<file path="config.mk">
export PLATFORM = sky130hd
export DESIGN_NAME = rotr_64b_iter
export DESIGN_NICKNAME = d
export VERILOG_FILES = /design/src/rtl/rotr_64b_iter.sv
export SDC_FILE = /design/constraint.sdc
export NUM_CORES = 1
export LEC_CHECK = 0
export ABC_CLOCK_PERIOD_IN_PS = 2850
export BUFFER_PORTS_ARGS = -buffer_cell sky130_fd_sc_hd__buf_2
export CAP_MARGIN = 25
export CORE_MARGIN = 1
export CORE_UTILIZATION = 59
export DETAILED_ROUTE_END_ITERATION = 6
export PLACE_DENSITY = 0.87
export RECOVER_POWER = 25
export SLEW_MARGIN = 15
export SYNTH_ARGS = -nofsm -noshare
export SYNTH_HDL_FRONTEND = slang
export SYNTH_SLANG_ARGS = --single-unit
</file>
<file path="constraint.sdc">
create_clock -name clk_i -period 2.85 [get_ports clk_i]
set_input_delay 0.57 -clock clk_i [delete_from_list [all_inputs] [get_ports clk_i]]
set_output_delay 0.57 -clock clk_i [all_outputs]
set_load 0.02 [all_outputs]
</file>
<file path="src/rtl/rotr_64b_iter.sv">
`default_nettype none
// ============================================================================
//  Module      : rotr_64b_iter
//  Description : Iterative circular rotate-right unit. The fine part of the
//                shift (shift mod STEP) is applied on accept; the coarse part
//                is applied as STEP-bit rotations, one per cycle. The result
//                is offered with a valid/ready handshake.
//
//  Ports       : clk_i        - clock, rising edge
//                rst_n_i      - asynchronous active-low reset
//                in_data_i    - operand to rotate right
//                in_valid_i   - operand and shift_i valid
//                in_ready_o   - operand accepted this cycle when valid
//                shift_i      - rotate-right amount, sampled on accept
//                out_data_o   - rotated result
//                out_valid_o  - out_data_o holds a finished result
//                out_ready_i  - consumer takes the result this cycle
//
//  Revision    : 1.0 - initial release
// ============================================================================
module rotr_64b_iter #(
    parameter int D_WIDTH = 64,
    parameter int STEP    = 8
) (
    input  logic                       clk_i,
    input  logic                       rst_n_i,
    input  logic [D_WIDTH-1:0]         in_data_i,
    input  logic                       in_valid_i,
    output logic                       in_ready_o,
    input  logic [$clog2(D_WIDTH)-1:0] shift_i,
    output logic [D_WIDTH-1:0]         out_data_o,
    output logic                       out_valid_o,
    input  logic                       out_ready_i
);

    localparam int SW       = $clog2(D_WIDTH);
    localparam int LOG_STEP = $clog2(STEP);
    // Counter holds shift_i / STEP, at most D_WIDTH/STEP - 1.
    localparam int CW       = SW - LOG_STEP;

    localparam logic [1:0] S_IDLE = 2'd0;
    localparam logic [1:0] S_BUSY = 2'd1;
    localparam logic [1:0] S_DONE = 2'd2;

    logic [1:0]         r_state;
    logic [1:0]         w_state_nxt;
    logic [D_WIDTH-1:0] r_work;
    logic [CW-1:0]      r_cnt;

    logic               w_accept;
    logic               w_iter;
    logic [SW-1:0]      w_fine;
    logic [CW-1:0]      w_coarse;
    logic [D_WIDTH-1:0] w_rot_in;
    logic [D_WIDTH-1:0] w_rot_step;

    // Split the shift into a sub-STEP remainder and a STEP multiple.
    assign w_fine   = shift_i & SW'(STEP - 1);
    assign w_coarse = CW'(shift_i >> LOG_STEP);

    // Shifting the doubled operand and keeping the low half gives a
    // circular rotation without losing any bit.
    assign w_rot_in   = D_WIDTH'({in_data_i, in_data_i} >> w_fine);
    assign w_rot_step = {r_work[STEP-1:0], r_work[D_WIDTH-1:STEP]};

    assign w_accept = in_valid_i && in_ready_o;

    // ------------------------------------------------------------------
    // State register
    // ------------------------------------------------------------------
    always_ff @(posedge clk_i or negedge rst_n_i) begin
        if (!rst_n_i) begin
            r_state <= S_IDLE;
        end else begin
            r_state <= w_state_nxt;
        end
    end

    // ------------------------------------------------------------------
    // Next-state logic
    // ------------------------------------------------------------------
    always_comb begin
        w_state_nxt = r_state;
        case (r_state)
            S_IDLE: begin
                if (w_accept) begin
                    w_state_nxt = (w_coarse == '0) ? S_DONE : S_BUSY;
                end
            end
            S_BUSY: begin
                if (r_cnt == CW'(1)) begin
                    w_state_nxt = S_DONE;
                end
            end
            S_DONE: begin
                // A new accept here retires the current result on the same
                // edge, so there is no idle bubble between operations.
                if (w_accept) begin
                    w_state_nxt = (w_coarse == '0) ? S_DONE : S_BUSY;
                end else if (out_ready_i) begin
                    w_state_nxt = S_IDLE;
                end
            end
            default: begin
                w_state_nxt = S_IDLE;
            end
        endcase
    end

    // ------------------------------------------------------------------
    // Output logic
    // ------------------------------------------------------------------
    always_comb begin
        in_ready_o  = 1'b0;
        out_valid_o = 1'b0;
        w_iter      = 1'b0;
        case (r_state)
            S_IDLE: begin
                in_ready_o = 1'b1;
            end
            S_BUSY: begin
                w_iter = 1'b1;
            end
            S_DONE: begin
                in_ready_o  = out_ready_i;
                out_valid_o = 1'b1;
            end
            default: begin
                in_ready_o = 1'b0;
            end
        endcase
    end

    assign out_data_o = r_work;

    // ------------------------------------------------------------------
    // Working register and iteration counter
    // ------------------------------------------------------------------
    always_ff @(posedge clk_i or negedge rst_n_i) begin
        if (!rst_n_i) begin
            r_work <= '0;
            r_cnt  <= '0;
        end else if (w_accept) begin
            r_work <= w_rot_in;
            r_cnt  <= w_coarse;
        end else if (w_iter) begin
            r_work <= w_rot_step;
            r_cnt  <= r_cnt - CW'(1);
        end
    end

endmodule
`default_nettype wire

</file>
==> impl_results.html, run 1 <==
<table>
<tr><th>Metric</th><th>Value</th></tr>
<tr><th colspan="2">Outcome</th></tr>
<tr><td>Status</td><td>finished with violations</td></tr>
<tr><td>Failing checks</td><td>DRC, capacitance limit, slew limit</td></tr>
<tr><th colspan="2">Die</th></tr>
<tr><td>Std cell rows</td><td>35</td></tr>
<tr><td>Die boundary height</td><td>99.4 um</td></tr>
<tr><td>Number of ports placed on the die boundary</td><td>140</td></tr>
<tr><td>Floorplan die width</td><td>99.4 um</td></tr>
<tr><td>Floorplan die area</td><td>0.00987 mm^2</td></tr>
<tr><td>Initial cell density of the core</td><td>0.608</td></tr>
<tr><td>Placeable core region</td><td>0.00920 mm^2</td></tr>
<tr><th colspan="2">Synthesis</th></tr>
<tr><td>Largest family of logic cells by synthesized area</td><td>multiplexers</td></tr>
<tr><td>Post-synth design cell area</td><td>0.00559 mm^2</td></tr>
<tr><td>Most common flop cell mapped by yosys</td><td>sky130_fd_sc_hd__dfrtp_1</td></tr>
<tr><td>Area share of xor/xnor cells in the synthesized design</td><td>0.00313</td></tr>
<tr><td>Area fraction in compound gates after synthesis</td><td>0.239</td></tr>
<tr><td>Post-Synth Adder-Cell Area</td><td>0.00448</td></tr>
<tr><td>Net count after synthesis</td><td>695</td></tr>
<tr><td>Portion of the post-synthesis area used by sequential elements</td><td>0.309</td></tr>
<tr><td>EDFF count, synth</td><td>0</td></tr>
<tr><td>Post-synthesis mux area share</td><td>0.243</td></tr>
<tr><td>Gate count of the mapped netlist</td><td>619</td></tr>
<tr><td>Fraction of synthesis flops using an asynchronous set or reset pin</td><td>1.00</td></tr>
<tr><td>Post-synthesis cell type count</td><td>30</td></tr>
<tr><td>Syn_area_per_cell</td><td>9.03 um^2</td></tr>
<tr><td>Synth Warn #</td><td>0</td></tr>
<tr><td>Post-Synth Simple-Gate Area</td><td>0.139</td></tr>
<tr><td>Seq cells post-synth</td><td>69</td></tr>
<tr><th colspan="2">Detailed routing</th></tr>
<tr><td>Detailed-routing iteration count for the pre-antenna-repair pass</td><td>7</td></tr>
<tr><td>Total DRC errors in the routed layout</td><td>1</td></tr>
<tr><td>Count of routing violations after the opening detailed-route iteration</td><td>606</td></tr>
<tr><td>Antenna viol nets, final</td><td>0</td></tr>
<tr><td>Total vias in the final route</td><td>5533</td></tr>
<tr><td>Wirelength, routed</td><td>16.4 mm</td></tr>
<tr><td>Via/cell ratio</td><td>6.65</td></tr>
<tr><td>Drt wl/cell</td><td>19.7 um</td></tr>
<tr><th colspan="2">Power and ir drop</th></tr>
<tr><td>Proportion of power drawn by flip-flops and latches</td><td>0.296</td></tr>
<tr><td>Switching power total</td><td>3.11 mW</td></tr>
<tr><td>Relative contribution of the clock network to total power</td><td>0.119</td></tr>
<tr><td>Proportion of total power due to net switching</td><td>0.468</td></tr>
<tr><td>Int Pwr</td><td>3.52 mW</td></tr>
<tr><td>Leak</td><td>2.92 nW</td></tr>
<tr><td>Power density over the cells</td><td>1030 mW/mm^2</td></tr>
<tr><td>Part of the total power dissipated in combinational logic</td><td>0.586</td></tr>
<tr><td>Max IR drop VDD</td><td>0.679 mV</td></tr>
<tr><th colspan="2">Finish</th></tr>
<tr><td>Highest-count cells in the layout ignoring fill and taps</td><td>sky130_fd_sc_hd__buf_2 (137), sky130_fd_sc_hd__nor2_1 (71), sky130_fd_sc_hd__dfrtp_1 (67)</td></tr>
<tr><td>Final #Nets</td><td>794</td></tr>
<tr><td>Number of filler instances in the final layout</td><td>712</td></tr>
<tr><td>Post-route insts no fill</td><td>832</td></tr>
<tr><td>Most common library cell in the layout ignoring fill and taps</td><td>sky130_fd_sc_hd__buf_2</td></tr>
<tr><td>Share of post-route cells with drive strength above 1</td><td>0.325</td></tr>
<tr><td>Synth-to-Final Area Change</td><td>15.6%</td></tr>
<tr><td>Diodes inserted</td><td>0</td></tr>
<tr><td>Layout Cell Area excl Fill</td><td>0.00646 mm^2</td></tr>
<tr><th colspan="2">Timing</th></tr>
<tr><td>Number of pins with negative max-slew slack in the final report</td><td>35</td></tr>
<tr><td>Max-slew headroom</td><td>-0.399</td></tr>
<tr><td>Post-route setup TNS</td><td>0 ps</td></tr>
<tr><td>Final worst path period need</td><td>2250 ps</td></tr>
<tr><td>Setup repair after global routing missed its margin</td><td>no</td></tr>
<tr><td>Final setup violating endpoints</td><td>0</td></tr>
<tr><td>Skew final</td><td>7.78 ps</td></tr>
<tr><td>Max Clock Freq</td><td>445 MHz</td></tr>
<tr><td>Actual slew at the worst max-slew pin</td><td>2100 ps</td></tr>
<tr><td>Hold violation count in the final report</td><td>0</td></tr>
<tr><td>Fin crit share</td><td>0.788</td></tr>
<tr><th colspan="2">Clock tree</th></tr>
<tr><td>Setup Buffers After CTS</td><td>0</td></tr>
<tr><td>Hold_buf cts</td><td>0</td></tr>
<tr><td>Clock transition at path regs</td><td>70 ps</td></tr>
<tr><td>Count of cells resized by post-cts repair</td><td>0</td></tr>
<tr><td>CTS buffer count</td><td>9</td></tr>
<tr><td>Max Buffers Root-to-Sink</td><td>2</td></tr>
<tr><td>Root Buffer</td><td>sky130_fd_sc_hd__clkbuf_8</td></tr>
<tr><td>Skew-Pair Late Insertion Delay</td><td>350 ps</td></tr>
<tr><td>TritonCTS clock tree</td><td>built</td></tr>
<tr><td>Max H-tree Level</td><td>3</td></tr>
<tr><td>Clock net sink count</td><td>69</td></tr>
<tr><th colspan="2">GRT</th></tr>
<tr><td>Vias in the first global route</td><td>5258</td></tr>
<tr><td>Antenna violations before repair</td><td>0</td></tr>
<tr><td>Global Route Usage Sum</td><td>0.331</td></tr>
<tr><td>Pin count of the biggest net entering global routing</td><td>70</td></tr>
<tr><td>Wire length of the first global-routing pass</td><td>26.4 mm</td></tr>
<tr><td>Global-route congestion overflow total</td><td>0</td></tr>
<tr><th colspan="2">Worst setup path</th></tr>
<tr><td>Nature of the critical path endpoint</td><td>primary output</td></tr>
<tr><td>Startpoint Class</td><td>register</td></tr>
<tr><td>Worst-path cell with the longest stage delay</td><td>sky130_fd_sc_hd__buf_4</td></tr>
<tr><td>CP delay by family, top</td><td>buffers and inverters</td></tr>
<tr><td>Path type of the worst setup path</td><td>register to primary output</td></tr>
<tr><td>Cell-by-cell trace of the critical path</td><td>buf_4 &gt; nor2b_1 &gt; buf_2</td></tr>
<tr><td>Critical Path Max Stage Delay</td><td>590 ps</td></tr>
<tr><td>Critical path buffer and inverter count</td><td>2</td></tr>
<tr><td>Required time worst endpoint</td><td>2280 ps</td></tr>
<tr><td>Largest driver fanout on the critical path</td><td>69</td></tr>
<tr><td>Crit path DAT</td><td>1680 ps</td></tr>
<tr><th colspan="2">Placement</th></tr>
<tr><td>Routability-driven placement congestion ratio</td><td>0.882</td></tr>
<tr><td>Cell count after placement</td><td>818</td></tr>
<tr><td>Detail Placement HPWL</td><td>10.9 mm</td></tr>
<tr><td># port buffers</td><td>139</td></tr>
<tr><td>Placement Cell Area</td><td>0.00628 mm^2</td></tr>
<tr><th colspan="2">Run</th></tr>
<tr><td>Number of violations of the max-capacitance limit</td><td>1</td></tr>
<tr><th colspan="2">Hold path</th></tr>
<tr><td>Class of the tightest hold or removal check</td><td>input pin to register</td></tr>
</table>
==> layer usage <==
layer,GRT usage,vias to the layer above,share of wire
met1,0.454,2622,0.40
li1,-,2477,-
met4,0.123,0,0.033
met2,0.537,374,0.49
met5,0,-,0
met3,0.0429,60,0.078
==> power by group through the flow <==
stage	logic [mW]	registers [mW]	clock network, mW
floorplan	2.23	2.39	0
global placement	3.71	1.93	0
detailed placement	3.82	1.95	0
CTS	3.85	1.94	0.787
global route	4.15	2.00	0.829
finish	3.88	1.96	0.786
==> through the flow <==
step / setup slack (ps) / power (mW) / utilization / hold slack (ps)
global placement: 572 / 5.64 / 0.681 / 515
finish: 603 / 6.63 / 0.703 / 447
detailed placement: 671 / 5.77 / 0.683 / 523
CTS: 585 / 6.57 / 0.703 / 348
global route: 293 / 6.98 / 0.703 / 470
floorplan: 927 / 4.62 / - / 274
==> state kept, by name, summed over array words and instances (netlist names) <==
signal      cells
r_state         2
r_cnt           3
out_data_o     64
==> cells in the mapped netlist (2+ instances only) <==
cell type	instances	area share
sky130_fd_sc_hd__nor2_1	71	0.048
sky130_fd_sc_hd__dfrtp_1	69	0.31
sky130_fd_sc_hd__a21oi_1	65	0.058
sky130_fd_sc_hd__nand2b_1	65	0.073
sky130_fd_sc_hd__o22a_1	65	0.10
sky130_fd_sc_hd__o22ai_1	65	0.073
sky130_fd_sc_hd__mux2_2	64	0.13
sky130_fd_sc_hd__mux2i_1	64	0.11
sky130_fd_sc_hd__buf_2	26	0.023
sky130_fd_sc_hd__clkbuf_1	24	0.016
sky130_fd_sc_hd__buf_6	8	0.016
sky130_fd_sc_hd__nand2_1	5	0.0034
sky130_fd_sc_hd__inv_1	4	0.0027
sky130_fd_sc_hd__buf_1	2	0.0013
sky130_fd_sc_hd__clkbuf_2	2	0.0018
sky130_fd_sc_hd__ha_1	2	0.0045
sky130_fd_sc_hd__nor2b_1	2	0.0022
sky130_fd_sc_hd__o21ai_0	2	0.0018
sky130_fd_sc_hd__or2b_1	2	0.0027
sky130_fd_sc_hd__xnor2_1	2	0.0031
==> worst paths after layout <==
kind	startpoint	endpoint	slack [ps]	cells past startpoint
max	r_state[1]	out_valid_o	600	3
min	shift_i[5]	r_cnt[2]	450	3
max reg2reg	r_state[1]	out_data_o[44]	700	6
min reg2reg	out_data_o[9]	out_data_o[9]	540	1
max in group asynchronous	rst_n_i	r_state[0]	670	1
min in group asynchronous	rst_n_i	out_data_o[5]	810	1
==> cells by family after synthesis <==
kind of cell,after synthesis
buffers and inverters,67
muxes,128
AOI/OAI and AO/OA,200
xor gates and xnor gates,2
adders and majority gates,2
DFF,69
and+or+nand+nor,151
==> final cells by class <==
| cell class | instances | area (um^2) | share of cell area |
|---|---|---|---|
| multi-input cells | 483 | 3520 | 0.545 |
| flip-flops and latches | 69 | 1730 | 0.268 |
| repair buffers | 151 | 875 | 0.135 |
| clock buffers | 12 | 145 | 0.0225 |
| well taps | 111 | 139 | 0.0215 |
| clock inverters | 2 | 35.0 | 0.00542 |
| inverters | 4 | 15.0 | 0.00232 |
==> worst register-to-register path, delay by kind of cell (launching register included) <==
family | cells | cell delay, ps
buffers and inverters | 2 | 860
flip-flops | 1 | 370
AND/OR/NAND/NOR | 2 | 380
AO/OA/AOI/OAI | 2 | 440
No activity file was read; power rests on OpenSTA's default activity.
==> run 2, diff against run 1 <==
Settings changed: ABC_AREA set to 1, ABC_CLOCK_PERIOD_IN_PS 2850 to 2200, CORE_UTILIZATION 59 to 54, PLACE_DENSITY 0.87 to 0.81.
Clock period 2.85 ns to 2.2 ns, I/O delays scaled along.
==> impl_results.html, run 2 <==
<table>
<tr><th>Metric</th><th>Value</th></tr>
<tr><th colspan="2">Outcome</th></tr>
<tr><td>Status</td><td>finished with violations</td></tr>
<tr><td>Failing checks</td><td>capacitance limit, slew limit</td></tr>
<tr><th colspan="2">Placement</th></tr>
<tr><td>Detail Placement HPWL</td><td>12.2 mm</td></tr>
<tr><td># port buffers</td><td>139</td></tr>
<tr><td>Routability-driven placement congestion ratio</td><td>0.901</td></tr>
<tr><td>Placement Cell Area</td><td>0.00615 mm^2</td></tr>
<tr><th colspan="2">GRT</th></tr>
<tr><td>Global Route Usage Sum</td><td>0.328</td></tr>
<tr><td>Antenna violations before repair</td><td>0</td></tr>
<tr><td>Vias in the first global route</td><td>5719</td></tr>
<tr><td>Wire length of the first global-routing pass</td><td>27.1 mm</td></tr>
<tr><td>Global-route congestion overflow total</td><td>0</td></tr>
<tr><td>Pin count of the biggest net entering global routing</td><td>65</td></tr>
<tr><th colspan="2">Timing</th></tr>
<tr><td>Post-route setup TNS</td><td>0 ps</td></tr>
<tr><td>Final worst hold slack</td><td>333 ps</td></tr>
<tr><td>Max Clock Freq</td><td>592 MHz</td></tr>
<tr><td>Actual slew at the worst max-slew pin</td><td>1520 ps</td></tr>
<tr><td>Max-slew headroom</td><td>-0.0143</td></tr>
<tr><td>Fin crit share</td><td>0.768</td></tr>
<tr><td>Final setup violating endpoints</td><td>0</td></tr>
<tr><td>Hold violation count in the final report</td><td>0</td></tr>
<tr><td>Setup repair after global routing missed its margin</td><td>no</td></tr>
<tr><td>Final worst path period need</td><td>1690 ps</td></tr>
<tr><td>Skew final</td><td>11.5 ps</td></tr>
<tr><td>Number of pins with negative max-slew slack in the final report</td><td>27</td></tr>
<tr><th colspan="2">Finish</th></tr>
<tr><td>Number of filler instances in the final layout</td><td>974</td></tr>
<tr><td>Max FFs per register</td><td>64</td></tr>
<tr><td>Synth-to-Final Area Change</td><td>15.8%</td></tr>
<tr><td>Diodes inserted</td><td>0</td></tr>
<tr><td>Most common library cell in the layout ignoring fill and taps</td><td>sky130_fd_sc_hd__nand2_1</td></tr>
<tr><td>Final #Nets</td><td>1055</td></tr>
<tr><td>Layout Cell Area excl Fill</td><td>0.00631 mm^2</td></tr>
<tr><td>Highest-count cells in the layout ignoring fill and taps</td><td>sky130_fd_sc_hd__nand2_1 (262), sky130_fd_sc_hd__nand3_1 (257), sky130_fd_sc_hd__buf_2 (138), sky130_fd_sc_hd__dfrtp_1 (69), sky130_fd_sc_hd__a21oi_1 (66)</td></tr>
<tr><td>Share of post-route cells with drive strength above 1</td><td>0.185</td></tr>
<tr><th colspan="2">Detailed routing</th></tr>
<tr><td>Drt wl/cell</td><td>14.9 um</td></tr>
<tr><td>Total vias in the final route</td><td>6544</td></tr>
<tr><td>Antenna viol nets, final</td><td>0</td></tr>
<tr><td>Detailed-routing iteration count for the pre-antenna-repair pass</td><td>6</td></tr>
<tr><td>Wirelength, routed</td><td>16.6 mm</td></tr>
<tr><td>Count of routing violations after the opening detailed-route iteration</td><td>528</td></tr>
<tr><td>Via/cell ratio</td><td>5.87</td></tr>
<tr><td>Total DRC errors in the routed layout</td><td>0</td></tr>
<tr><th colspan="2">Die</th></tr>
<tr><td>Number of ports placed on the die boundary</td><td>140</td></tr>
<tr><td>Placeable core region</td><td>0.00977 mm^2</td></tr>
<tr><td>Floorplan die width</td><td>102 um</td></tr>
<tr><td>Initial cell density of the core</td><td>0.557</td></tr>
<tr><td>Floorplan die area</td><td>0.0105 mm^2</td></tr>
<tr><td>Die boundary height</td><td>102 um</td></tr>
<tr><td>Std cell rows</td><td>36</td></tr>
<tr><th colspan="2">Synthesis</th></tr>
<tr><td>Cell type with the highest aggregate area in the netlist</td><td>sky130_fd_sc_hd__dfrtp_1</td></tr>
<tr><td>Fraction of synthesis flops using an asynchronous set or reset pin</td><td>1.00</td></tr>
<tr><td>Most common flop cell mapped by yosys</td><td>sky130_fd_sc_hd__dfrtp_1</td></tr>
<tr><td>Gate count of the mapped netlist</td><td>877</td></tr>
<tr><td>Largest cells by area after synthesis</td><td>sky130_fd_sc_hd__dfrtp_1 (32%), sky130_fd_sc_hd__nand3_1 (24%), sky130_fd_sc_hd__nand2_1 (18%)</td></tr>
<tr><td>Leading cell type by number of instances after synthesis</td><td>sky130_fd_sc_hd__nand2_1</td></tr>
<tr><td>Syn_area_per_cell</td><td>6.21 um^2</td></tr>
<tr><td>Most frequent cells after synthesis</td><td>sky130_fd_sc_hd__nand2_1 (263), sky130_fd_sc_hd__nand3_1 (257), sky130_fd_sc_hd__dfrtp_1 (69)</td></tr>
<tr><td>Synth Warn #</td><td>0</td></tr>
<tr><td>Seq cells post-synth</td><td>69</td></tr>
<tr><td>Post-synth design cell area</td><td>0.00545 mm^2</td></tr>
<tr><td>Fraction of synthesized cell area taken by the top area cell type</td><td>0.317</td></tr>
<tr><td>Post-synthesis cell type count</td><td>25</td></tr>
<tr><td>Portion of the post-synthesis area used by sequential elements</td><td>0.317</td></tr>
<tr><td>Net count after synthesis</td><td>953</td></tr>
<tr><td>EDFF count, synth</td><td>0</td></tr>
<tr><th colspan="2">Power and ir drop</th></tr>
<tr><td>Max IR drop VDD</td><td>0.574 mV</td></tr>
<tr><td>Leak</td><td>3.16 nW</td></tr>
<tr><td>Power density over the cells</td><td>1250 mW/mm^2</td></tr>
<tr><td>Proportion of power drawn by flip-flops and latches</td><td>0.342</td></tr>
<tr><td>Switching power total</td><td>4.00 mW</td></tr>
<tr><td>Proportion of total power due to net switching</td><td>0.507</td></tr>
<tr><td>Part of the total power dissipated in combinational logic</td><td>0.544</td></tr>
<tr><td>Int Pwr</td><td>3.89 mW</td></tr>
<tr><td>Relative contribution of the clock network to total power</td><td>0.114</td></tr>
<tr><th colspan="2">Run</th></tr>
<tr><td>Number of violations of the max-capacitance limit</td><td>1</td></tr>
<tr><th colspan="2">Clock tree</th></tr>
<tr><td>Clock net sink count</td><td>69</td></tr>
<tr><td>Max Buffers Root-to-Sink</td><td>2</td></tr>
<tr><td>Clock transition at path regs</td><td>70 ps</td></tr>
<tr><td>Root Buffer</td><td>sky130_fd_sc_hd__clkbuf_8</td></tr>
<tr><td>Max H-tree Level</td><td>3</td></tr>
<tr><td>Count of cells resized by post-cts repair</td><td>0</td></tr>
<tr><td>TritonCTS clock tree</td><td>built</td></tr>
<tr><td>Skew-Pair Late Insertion Delay</td><td>340 ps</td></tr>
<tr><td>Hold_buf cts</td><td>0</td></tr>
<tr><td>Setup Buffers After CTS</td><td>0</td></tr>
<tr><td>CTS buffer count</td><td>9</td></tr>
<tr><th colspan="2">Hold path</th></tr>
<tr><td>Hold Crit Endpoint</td><td>r_state[1]</td></tr>
<tr><td>Class of the tightest hold or removal check</td><td>input pin to register</td></tr>
<tr><td>Hold path depth</td><td>2</td></tr>
<tr><td>Startpoint of the worst hold path</td><td>out_ready_i</td></tr>
<tr><th colspan="2">Worst setup path</th></tr>
<tr><td>Nature of the critical path endpoint</td><td>register</td></tr>
<tr><td>Startpoint Class</td><td>register</td></tr>
<tr><td>Largest driver fanout on the critical path</td><td>42</td></tr>
<tr><td>Count of cells along the worst register-to-register path</td><td>7</td></tr>
<tr><td>R2R Path Start</td><td>r_state[1]</td></tr>
<tr><td>Worst flop-to-flop path endpoint</td><td>out_data_o[11]</td></tr>
<tr><td>Crit path DAT</td><td>1940 ps</td></tr>
<tr><td>Required time worst endpoint</td><td>2450 ps</td></tr>
<tr><td>Path type of the worst setup path</td><td>register to register</td></tr>
<tr><td>Flop-to-flop setup slack</td><td>510 ps</td></tr>
</table>
==> run 2: cell type report <==
type	count	area, um^2	area share
Clock buffer	12	155	0.0246
Clock inverter	2	10.0	0.00159
Timing Repair Buffer	158	908	0.144
Inverter	11	41.3	0.00655
Sequential cell	69	1730	0.274
Multi-Input combinational cell	730	3300	0.523
Tap cell	133	166	0.0264
==> run 2: stage by stage <==
stage | power [mW] | std cells | setup WS (ps) | utilization
floorplan | 5.54 | 877 | 853 | -
global placement | 6.85 | 1101 | 465 | 0.629
detailed placement | 6.94 | 1101 | 432 | 0.629
CTS | 7.85 | 1115 | 519 | 0.646
global route | 8.49 | 1115 | 305 | 0.645
finish | 7.89 | 1115 | 510 | 0.645
==> run 2: worst max path at each step <==
stage | start | end | slack [ps] | depth (start not counted)
finish | r_state[1] | out_data_o[11] | 510 | 7
floorplan | out_ready_i | r_cnt[2] | 850 | 7
detailed placement | out_ready_i | out_data_o[5] | 430 | 7
global placement | shift_i[1] | out_data_o[5] | 470 | 7
global route | rst_n_i | out_data_o[35] | 300 | 2
CTS | r_state[1] | out_data_o[11] | 520 | 7
==> run 2: cells by family (layout without fill, tap and decap cells) <==
kind of cell	count (synthesis)	count (layout)	share of synthesized area
compound gates	138	138	0.132
xor+xnor	1	1	0.00161
fa+ha+maj	2	2	0.00459
buf+inv	78	183	0.0774
flops	69	69	0.317
simple gates	589	589	0.468
==> run 2: worst max-delay path, stage by stage (launching register included) <==
cell and delay (ps):
sky130_fd_sc_hd__dfrtp_1 420, sky130_fd_sc_hd__inv_2 90, sky130_fd_sc_hd__o21a_4 150, sky130_fd_sc_hd__nand2_4 160, sky130_fd_sc_hd__inv_2 100, sky130_fd_sc_hd__buf_4 380, sky130_fd_sc_hd__nand2_1 120, sky130_fd_sc_hd__a21oi_1 160
==> run 2: routing by layer <==
| metal | wire length [um] | track usage |
|---|---|---|
| met1 | 7550 | 0.483 |
| met3 | 1310 | 0.0424 |
| met5 | 0 | 0 |
| met2 | 7340 | 0.492 |
| met4 | 425 | 0.122 |
==> run 2: power by group through the flow <==
stage                     logic (mW)  registers, mW  clock network, mW
after detailed placement        4.27           2.67                  0
after floorplan                 2.38           3.16                  0
after global routing            4.78           2.74              0.962
final                           4.30           2.70              0.899
after global placement          4.17           2.68                  0
after CTS                       4.29           2.65              0.909
==> run 3, diff against run 2 <==
Settings changed: ABC_AREA 1 to 0, ABC_CLOCK_PERIOD_IN_PS 2200 to 1750, CORE_UTILIZATION 54 to 55, PLACE_DENSITY 0.81 to 0.82.
Clock period 2.2 ns to 1.75 ns, I/O delays scaled along.
==> impl_results.html, run 3 (same netlist as run 1, synthesis figures left out) <==
<table>
<tr><th>Metric</th><th>Value</th></tr>
<tr><th colspan="2">Placement</th></tr>
<tr><td>Detail Placement HPWL</td><td>11.9 mm</td></tr>
<tr><td>Cell count after placement</td><td>848</td></tr>
<tr><td># port buffers</td><td>139</td></tr>
<tr><td>Routability-driven placement congestion ratio</td><td>0.922</td></tr>
<tr><td>Placement Cell Area</td><td>0.00646 mm^2</td></tr>
<tr><td>Setup slack at placement</td><td>-31.3 ps</td></tr>
<tr><th colspan="2">Worst setup path</th></tr>
<tr><td>Path type of the worst setup path</td><td>register to register</td></tr>
<tr><td>Largest driver fanout on the critical path</td><td>28</td></tr>
<tr><td>Cell-by-cell trace of the critical path</td><td>nor2b_4 &gt; or3_2 &gt; buf_6 &gt; nor2_1 &gt; o22a_1</td></tr>
<tr><td>Required time worst endpoint</td><td>2030 ps</td></tr>
<tr><td>Worst-path cell with the longest stage delay</td><td>sky130_fd_sc_hd__or3_2</td></tr>
<tr><td>Nature of the critical path endpoint</td><td>register</td></tr>
<tr><td>Count of cells along the worst register-to-register path</td><td>5</td></tr>
<tr><td>Startpoint Class</td><td>register</td></tr>
<tr><td>Worst flop-to-flop path endpoint</td><td>out_data_o[55]</td></tr>
<tr><td>Crit path DAT</td><td>1950 ps</td></tr>
<tr><td>R2R Path Start</td><td>r_state[1]</td></tr>
<tr><td>Critical Path Max Stage Delay</td><td>500 ps</td></tr>
<tr><td>Flop-to-flop setup slack</td><td>90 ps</td></tr>
<tr><th colspan="2">Hold path</th></tr>
<tr><td>Startpoint of the worst hold path</td><td>shift_i[4]</td></tr>
<tr><td>Hold Crit Endpoint</td><td>r_cnt[1]</td></tr>
<tr><td>Class of the tightest hold or removal check</td><td>input pin to register</td></tr>
<tr><td>Hold path depth</td><td>3</td></tr>
<tr><th colspan="2">Die</th></tr>
<tr><td>Floorplan die width</td><td>103 um</td></tr>
<tr><td>Number of ports placed on the die boundary</td><td>140</td></tr>
<tr><td>Std cell rows</td><td>36</td></tr>
<tr><td>Placeable core region</td><td>0.00982 mm^2</td></tr>
<tr><td>Initial cell density of the core</td><td>0.569</td></tr>
<tr><td>Floorplan die area</td><td>0.0106 mm^2</td></tr>
<tr><td>Die boundary height</td><td>103 um</td></tr>
<tr><th colspan="2">Timing</th></tr>
<tr><td>Skew final</td><td>15.0 ps</td></tr>
<tr><td>Fin crit share</td><td>0.951</td></tr>
<tr><td>Final setup violating endpoints</td><td>0</td></tr>
<tr><td>Post-route setup TNS</td><td>0 ps</td></tr>
<tr><td>Slack of the critical path</td><td>85.7 ps</td></tr>
<tr><td>Number of pins with negative max-slew slack in the final report</td><td>0</td></tr>
<tr><td>Setup repair after global routing missed its margin</td><td>no</td></tr>
<tr><td>Max Clock Freq</td><td>601 MHz</td></tr>
<tr><td>Final worst path period need</td><td>1660 ps</td></tr>
<tr><td>Actual slew at the worst max-slew pin</td><td>991 ps</td></tr>
<tr><td>Hold violation count in the final report</td><td>0</td></tr>
<tr><td>Max-slew headroom</td><td>0.339</td></tr>
<tr><th colspan="2">Finish</th></tr>
<tr><td>Synth-to-Final Area Change</td><td>18.4%</td></tr>
<tr><td>Max FFs per register</td><td>64</td></tr>
<tr><td>Final #Nets</td><td>802</td></tr>
<tr><td>Post-route insts no fill</td><td>863</td></tr>
<tr><td>Highest-count cells in the layout ignoring fill and taps</td><td>sky130_fd_sc_hd__buf_2 (138), sky130_fd_sc_hd__nor2_1 (70), sky130_fd_sc_hd__dfrtp_1 (67)</td></tr>
<tr><td>Layout Cell Area excl Fill</td><td>0.00662 mm^2</td></tr>
<tr><td>Share of the core filled with cells</td><td>0.674</td></tr>
<tr><td>Share of post-route cells with drive strength above 1</td><td>0.338</td></tr>
<tr><td>Most common library cell in the layout ignoring fill and taps</td><td>sky130_fd_sc_hd__buf_2</td></tr>
<tr><td>Diodes inserted</td><td>0</td></tr>
<tr><th colspan="2">Power and ir drop</th></tr>
<tr><td>Leak</td><td>2.99 nW</td></tr>
<tr><td>Power density over the cells</td><td>1640 mW/mm^2</td></tr>
<tr><td>Max IR drop VDD</td><td>0.952 mV</td></tr>
<tr><th colspan="2">Clock tree</th></tr>
<tr><td>Clock transition at path regs</td><td>70 ps</td></tr>
<tr><td>Clock net sink count</td><td>69</td></tr>
<tr><td>Skew-Pair Late Insertion Delay</td><td>350 ps</td></tr>
<tr><td>Root Buffer</td><td>sky130_fd_sc_hd__clkbuf_8</td></tr>
<tr><td>Setup Buffers After CTS</td><td>0</td></tr>
<tr><td>Max H-tree Level</td><td>3</td></tr>
<tr><td>Max Buffers Root-to-Sink</td><td>2</td></tr>
<tr><td>CTS buffer count</td><td>9</td></tr>
<tr><td>TritonCTS clock tree</td><td>built</td></tr>
<tr><th colspan="2">Detailed routing</th></tr>
<tr><td>Antenna viol nets, final</td><td>0</td></tr>
<tr><td>Total DRC errors in the routed layout</td><td>0</td></tr>
<tr><td>Count of routing violations after the opening detailed-route iteration</td><td>498</td></tr>
<tr><td>Total vias in the final route</td><td>5625</td></tr>
<tr><td>Drt wl/cell</td><td>19.9 um</td></tr>
<tr><td>Detailed-routing iteration count for the pre-antenna-repair pass</td><td>5</td></tr>
<tr><td>Via/cell ratio</td><td>6.52</td></tr>
<tr><td>Wirelength, routed</td><td>17.2 mm</td></tr>
<tr><th colspan="2">GRT</th></tr>
<tr><td>Global Route Usage Sum</td><td>0.335</td></tr>
<tr><td>Vias in the first global route</td><td>5373</td></tr>
<tr><td>Antenna violations before repair</td><td>0</td></tr>
<tr><td>Wire length of the first global-routing pass</td><td>27.3 mm</td></tr>
<tr><td>Global-route congestion overflow total</td><td>0</td></tr>
<tr><td>Pin count of the biggest net entering global routing</td><td>70</td></tr>
<tr><th colspan="2">Outcome</th></tr>
<tr><td>Status</td><td>finished clean</td></tr>
<tr><th colspan="2">Run</th></tr>
<tr><td>Number of violations of the max-capacitance limit</td><td>0</td></tr>
</table>
-- run 3: cell count changes in the layout (fill, tap and decap cells not counted), sizes merged, moves of 64 or more --
| cell | before | now |
|---|---|---|
| nand2 | 265 | 5 |
| mux2i | 0 | 64 |
| mux2 | 0 | 64 |
| o22ai | 1 | 65 |
| o21ai | 67 | 2 |
| o22a | 0 | 65 |
| nand2b | 0 | 66 |
| nand3 | 257 | 1 |
-- run 3: area by class of cell --
cell class                      instances  area (um^2)
Fill cell                             789         3200
Tap cell                              133          166
Clock buffer                           10          128
Clock inverter                          5         28.8
Multi-Input combinational cell        483         3530
Timing Repair Buffer                  159         1030
Inverter                                4         15.0
Sequential cell                        69         1730
-- run 3: what timing repair did --
action                                  4_1_cts  5_1_grt
hold buffers                                  0        0
endpoints found under the setup margin        0       19
resized for setup                             0        6
-- run 3: stage by stage --
step | hold WS [ps] | power [mW]
after global routing | 257 | 11.5
after global placement | 403 | 9.46
after floorplan | 54.4 | 7.52
after CTS | 46.0 | 10.8
final | 238 | 10.9
after detailed placement | 423 | 9.63
-- run 3: worst max path at each step --
| stage | start | to | slack (ps) | cells past startpoint |
|---|---|---|---|---|
| floorplan | r_state[1] | out_valid_o | 50 | 4 |
| global placement | shift_i[1] | out_data_o[59] | 20 | 6 |
| detailed placement | shift_i[1] | out_data_o[34] | -30 | 6 |
| CTS | r_state[1] | out_valid_o | 20 | 3 |
| global route | r_state[0] | out_data_o[59] | 20 | 5 |
| finish | r_state[1] | out_data_o[55] | 90 | 5 |
-- run 3: routing by layer --
layer	GRT usage	up-vias	routed length, um
li1	-	2502	-
met1	0.444	2677	6790
met2	0.545	381	8280
met3	0.0434	65	1490
met4	0.163	0	648
met5	0	-	0
-- run 3: critical path: cells and delay by family (launching register included) --
family | cells | cell delay, ps
and+or+nand+nor | 3 | 800
DFF | 1 | 420
buffers and inverters | 1 | 210
AOI/OAI and AO/OA | 1 | 160
-- run 3: power breakdown --
part           switching, mW  total, mW  leakage [nW]  internal (mW)
clock network          0.639       1.14        0.0856          0.500
logic                   3.73       6.52          2.08           2.78
registers              0.796       3.24         0.817           2.44
